$ cat src/rtl/decodificador_gray_sw.sv
// Synchronises and debounces a switch Gray code, then registers its binary value.
// Optional illegal-step detection on each accepted code: define GRAY_ERR_EN.
module decodificador_gray_sw #(
  parameter int WIDTH           = 4,
  parameter int DEBOUNCE_CYCLES = 500000
) (
  input  logic             clk,
  input  logic             rst,
  input  logic [WIDTH-1:0] gray_sw,
  output logic [WIDTH-1:0] bin,
  output logic             bin_valid,
  output logic             gray_err
);

  localparam int             CNT_W    = $clog2(DEBOUNCE_CYCLES + 1);
  localparam logic [CNT_W-1:0] CNT_LAST = CNT_W'(DEBOUNCE_CYCLES - 1);
  localparam logic [CNT_W-1:0] CNT_ONE  = CNT_W'(1);

  typedef enum logic {IDLE, COUNT} state_t;

  state_t           state, state_nxt;
  logic [WIDTH-1:0] s1, s2;
  logic [WIDTH-1:0] stable, stable_nxt;
  logic [WIDTH-1:0] cand, cand_nxt;
  logic [WIDTH-1:0] bin_nxt;
  logic [CNT_W-1:0] cnt, cnt_nxt;
  logic             bin_valid_nxt;

  function automatic logic [WIDTH-1:0] g2b(input logic [WIDTH-1:0] g);
    logic [WIDTH-1:0] b;
    b[WIDTH-1] = g[WIDTH-1];
    for (int i = WIDTH - 2; i >= 0; i--) begin
      b[i] = b[i+1] ^ g[i];
    end
    return b;
  endfunction

  always_ff @(posedge clk) begin
    if (rst) begin
      state <= IDLE;
    end else begin
      state <= state_nxt;
    end
  end

  always_comb begin
    state_nxt     = state;
    stable_nxt    = stable;
    cand_nxt      = cand;
    cnt_nxt       = cnt;
    bin_nxt       = bin;
    bin_valid_nxt = 1'b0;
    case (state)
      IDLE: begin
        if (s2 != stable) begin
          cand_nxt  = s2;
          cnt_nxt   = CNT_ONE;
          state_nxt = COUNT;
        end
      end
      COUNT: begin
        // A return to the accepted code is a glitch; a different code restarts the wait.
        if (s2 == stable) begin
          cnt_nxt   = '0;
          state_nxt = IDLE;
        end else if (s2 != cand) begin
          cand_nxt = s2;
          cnt_nxt  = CNT_ONE;
        end else if (cnt == CNT_LAST) begin
          stable_nxt    = cand;
          bin_nxt       = g2b(cand);
          bin_valid_nxt = 1'b1;
          cnt_nxt       = '0;
          state_nxt     = IDLE;
        end else begin
          cnt_nxt = cnt + CNT_ONE;
        end
      end
      default: state_nxt = IDLE;
    endcase
  end

  always_ff @(posedge clk) begin
    if (rst) begin
      s1        <= '0;
      s2        <= '0;
      stable    <= '0;
      cand      <= '0;
      cnt       <= '0;
      bin       <= '0;
      bin_valid <= 1'b0;
    end else begin
      s1        <= gray_sw;
      s2        <= s1;
      stable    <= stable_nxt;
      cand      <= cand_nxt;
      cnt       <= cnt_nxt;
      bin       <= bin_nxt;
      bin_valid <= bin_valid_nxt;
    end
  end

`ifdef GRAY_ERR_EN
  function automatic int popcount(input logic [WIDTH-1:0] v);
    int n;
    n = 0;
    for (int i = 0; i < WIDTH; i++) begin
      n += v[i] ? 1 : 0;
    end
    return n;
  endfunction

  logic gray_err_nxt;
  assign gray_err_nxt = bin_valid_nxt && (popcount(cand ^ stable) > 1);

  always_ff @(posedge clk) begin
    if (rst) begin
      gray_err <= 1'b0;
    end else begin
      gray_err <= gray_err_nxt;
    end
  end
`else
  assign gray_err = 1'b0;
`endif

endmodule

$ cat config.mk
export PLATFORM = sky130hd
export DESIGN_NAME = decodificador_gray_sw
export DESIGN_NICKNAME = d
export VERILOG_FILES = /design/src/rtl/decodificador_gray_sw.sv
export SDC_FILE = /design/constraint.sdc
export NUM_CORES = 1
export LEC_CHECK = 0
export CAP_MARGIN = 20
export CORE_MARGIN = 3
export CORE_UTILIZATION = 45
export DETAILED_ROUTE_END_ITERATION = 16
export PLACE_DENSITY = 0.64
export SYNTH_ARGS = -nofsm -noshare
export SYNTH_HDL_FRONTEND = slang
export SYNTH_SLANG_ARGS = --single-unit
$ cat constraint.sdc
create_clock -name clk -period 1.86 [get_ports clk]
set_input_delay 0.465 -clock clk [delete_from_list [all_inputs] [get_ports clk]]
set_output_delay 0.465 -clock clk [all_outputs]
set_load 0.005 [all_outputs]
* Yosys cells after proc, flatten, opt, wreduce, memory -nomap -nowiden *
Cells that the tools add are included.
W data, S select, Z words.

cells by class
  add/subtract/negate cells = 1
  eq/ne operators = 7
  multiplexer cells = 15
  bitwise gates (word level) = 6
  reduce and logical (&&, ||, !) cells = 3

operator list
  kind                     number
  $mux W19                 4
  $pmux W19 S2             1
  $add A19 B1 Y19 const B  1
  $eq A19 B19 Y1 const B   1
  $mux W4                  3
  $ne A4 B4 Y1             2
  $pmux W4 S2              1
  $mux W1                  5
  $eq A4 B4 Y1             1
  $ne A2 B2 Y1 const B     2
  $reduce_and A4 Y1        1
  $reduce_or A4 Y1         1
  $not A1 Y1               3
  $reduce_and A3 Y1        1
  $xor A1 B1 Y1            3
  $ne A2 B1 Y1 const B     1
  $pmux W1 S2              1

storage, ports and cells
  flip-flop bits (word level) = 41
  input port bits = 6
  word-level logic and storage cells = 40

* Longest topological paths before layout *
  depth after elaboration = 5
  depth in mapped cells = 7
  depth with buffers taken out = 6

* Worst setup path after synthesis *
OpenSTA, ideal clock, no wires.

  path type = flip-flop to flip-flop
  from = register cnt[0]
  to = register cnt[9]
  arrival time = 1436 ps
  required time = 1745 ps
  slack = 309 ps
  stages on the path, launching flop included = 8
  path through = dfxtp_1 -> ha_1 -> nand2_1 -> nor2_2 -> a41oi_2 -> a21oi_2 -> buf_4 -> nor2_1

between the ends
  cells in the longest elaborated chain, start to end = 5

ends and longest elaborated chain
  element                                            RTL line  RTL
  start: declaration                                 26        logic [CNT_W-1:0] cnt, cnt_nxt;
  start signal: assignment                           97        cnt <= cnt_nxt;
  $add A19 B1 Y19 or $eq A19 B19 Y1 (tied branches)  76, 69
  $mux W19 (*)                                       69        end else if (cnt == CNT_LAST) begin
  $mux W19 (*)                                       66        end else if (s2 != cand) begin
  $mux W19 (*)                                       63        if (s2 == stable) begin
  $pmux W19 S2 (*)                                   53        case (state)

Mark *: on every way between the ends. The rest lies on a longest branch, timed or not.
A chain may end at the register's enable or synchronous reset.

* Worst setup path in the final report *
  from = register cnt[6]
  to = register cnt[18]

The elaborated chain is that of the path after synthesis.

==> flow_metrics.env <==
export IMPL_outcome="complete, no violations"
export IMPL_ant_nets=0
export IMPL_startpoint_type="register"
export IMPL_routed_wl_um=4124
export IMPL_io_buffers=10
export IMPL_fin_cells=269
export IMPL_pin_count=12
export IMPL_cp_cell_sequence="nand4_2 -> nor2_2 -> and4_1 -> nand3_1 -> a31o_2"
export IMPL_yosysWarnings=0
export IMPL_vias=1542
export IMPL_cts_tree="yes"
export IMPL_yosys_area_top_type_share=0.4159
export IMPL_nFillCells=361
export IMPL_grt_pass1_vias=1501
export IMPL_synth_edf_count=0
export IMPL_syn_inst=204
export IMPL_synth_most_common_cell="dfxtp_1"
export IMPL_grt_overflow=0
export IMPL_yosysUniqueCellTypes=44
export IMPL_grtUsageTotal=0.1684
export IMPL_worstSkewPairLatency_ns=0.30
export IMPL_clkSinkCount=40
export IMPL_critPathBufInv=0
export IMPL_period_minus_slack_ns=1.733
export IMPL_fp_dieH_um=71.42
export IMPL_gp_congestion=0.8941
export IMPL_cts_htree_levels=2
export IMPL_synth_ff_type="dfxtp_1"
export IMPL_reg2reg_slack_ns=0.13
export IMPL_grt_max_degree=24
export IMPL_ys_async_sr_fraction=0
export IMPL_synthesis_nets=211
export IMPL_first_pass_iters=4
export IMPL_required_ns=2.05
export IMPL_drive_gt1_frac=0.1461
export IMPL_final_util=0.5492
export IMPL_rows=23
export IMPL_final_nets=226
export IMPL_coreArea_sq_um=4058
export IMPL_yosys_area_top_type="dfxtp_1"
export IMPL_powerDensity_nw_per_um2=833.0
export IMPL_wl_per_cell_um=15.33
export IMPL_cts_made_buffers=5
export IMPL_clockRootBuffer="clkbuf_8"
export IMPL_period_share=0.9319
export IMPL_avgSynthCellArea_sq_um=9.439
export IMPL_cp_max_fo=5
export IMPL_synth_area_sq_um=1926
export IMPL_ys_ff_latch=40
export IMPL_max_freq_mhz=576.9
export IMPL_grt_pass1_wl_um=6886
export IMPL_worst_slack_ns=0.1266
export IMPL_power_leakage_nw=0.7636
export IMPL_cp_top_family="simple AND/OR/NAND/NOR gates"
export IMPL_finalClockSkew_ns=0.009789
export IMPL_max_stage_delay_ns=0.51
export IMPL_dp_cells=260
export IMPL_die_width_um=71.42
export IMPL_die_area_sq_um=5100
export IMPL_endpoint_kind="register"
export IMPL_clockBufferDepth=2
export IMPL_drt_vias_per_instance=5.732
export IMPL_pre_cts_ws_ns=0.05656
export IMPL_maxSlewViolCount=0
export IMPL_start_util=0.4746
export IMPL_finalInstanceArea_sq_um=2228
export IMPL_clk_pin_slew_ns=0.08
export IMPL_antenna_found_initial=0
export IMPL_antennaDiodeCount=0
export IMPL_worstSetupPathType="reg -> reg"
export IMPL_critPathArrivalTime_ns=1.92
export IMPL_synthTopCellsByArea="dfxtp_1, xor2_1, nor2_1"
export IMPL_seq_area_frac_synth=0.4159
export IMPL_maxCapViolCount=0
export IMPL_dpl_instance_area_sq_um=2079
export IMPL_area_delta_synth_final_pct=15.72
export IMPL_finalHoldViolations=0
export IMPL_min_path_type="reg -> reg"
export IMPL_drc=0
export IMPL_critPathSlowestCell="dfxtp_1"
export IMPL_vdd_drop_max_mv=0.3985
export IMPL_finalSetupViolCount=0
export IMPL_drtIter0Drc=99
export IMPL_synthTopCellsByCount="dfxtp_1, nor2_1, xor2_1, nand3_1, xnor2_1"
export IMPL_dp_final_hpwl_um=2825
==> layout by cell type, fill, tap and decap left out, drive strengths merged, types with 4 or more instances in the layout <==
cell            n
nor3            7
clkdlybuf4s50  10
clkbuf          5
buf            10
nor2           26
a21oi           8
xnor2          10
mux2i           4
nand3          10
and3            4
nand4           5
nor2b           8
dfxtp          40
nand2           8
o2111ai         7
xor2           15
o21ai           9
==> kinds of logic (layout without fill, tap and decap cells) <==
kind of cell / count (synthesis) / count (layout) / share of synthesized area
simple gates: 79 / 79 / 0.2450
compound gates: 39 / 39 / 0.1482
flops: 40 / 40 / 0.4159
fa+ha+maj: 1 / 1 / 0.006497
buf+inv: 15 / 30 / 0.04808
mux: 4 / 4 / 0.02079
other cells: 1 / 1 / 0.001947
xor+xnor: 25 / 25 / 0.1137
==> area by class of cell <==
class                   count  area, sq um  area share
flip-flops and latches     40        800.8      0.3593
inverters                   3        11.26    0.005053
clock inverters             2        60.06     0.02695
repair buffers             20        187.7     0.08422
multi-input cells         149         1037      0.4655
clock buffers               5        68.82     0.03088
well taps                  50        62.56     0.02807
==> path summary, 6_finish.rpt <==
path | startpoint | to | depth (start not counted)
worst max-delay path | cnt[6] | cnt[18] | 5
worst min-delay path | s1[1] | s2[1] | 1
worst max register to register | cnt[6] | cnt[18] | 5
worst min register to register | s1[1] | s2[1] | 1
==> sequential cells by signal, summed over array words and instances, names as in the netlist <==
name,cells
cnt,19
stable,3
cand,4
s1,4
bin_valid,1
s2,4
bin,4
state,1
==> per-stage QoR <==
stage               TNS (ns)  total power, mW  hold WS, ns
floorplan                  0            1.005       0.4138
global placement           0            1.045       0.4277
detailed placement         0            1.049       0.4272
CTS                        0            1.867       0.4488
global route        -0.01919            1.921       0.4679
finish                     0            1.856       0.4434
==> routing by layer <==
metal	up-vias	share of wire	GRT usage	routed length, um
met5	-	0	0	0
met4	0	0.015	0.06472	61
met3	5	0.026	0.04488	107
met2	18	0.46	0.2684	1902
met1	760	0.50	0.2178	2052
li1	759	-	-	-
==> where the power goes <==
group          total (mW)  internal [mW]  switching (mW)  leakage [nW]
sequential          0.884          0.871          0.0131         0.325
combinational       0.146         0.0606          0.0857         0.375
clock               0.826          0.528           0.297        0.0642
total                1.86           1.46           0.396         0.764
==> timing repair <==
action                                  CTS  global route
resized for setup                         0             1
hold endpoints to repair                  0             0
endpoints found under the setup margin    0             6
hold buffers                              0             0
setup buffers                             0             2
No activity file was read; power rests on OpenSTA's default activity.
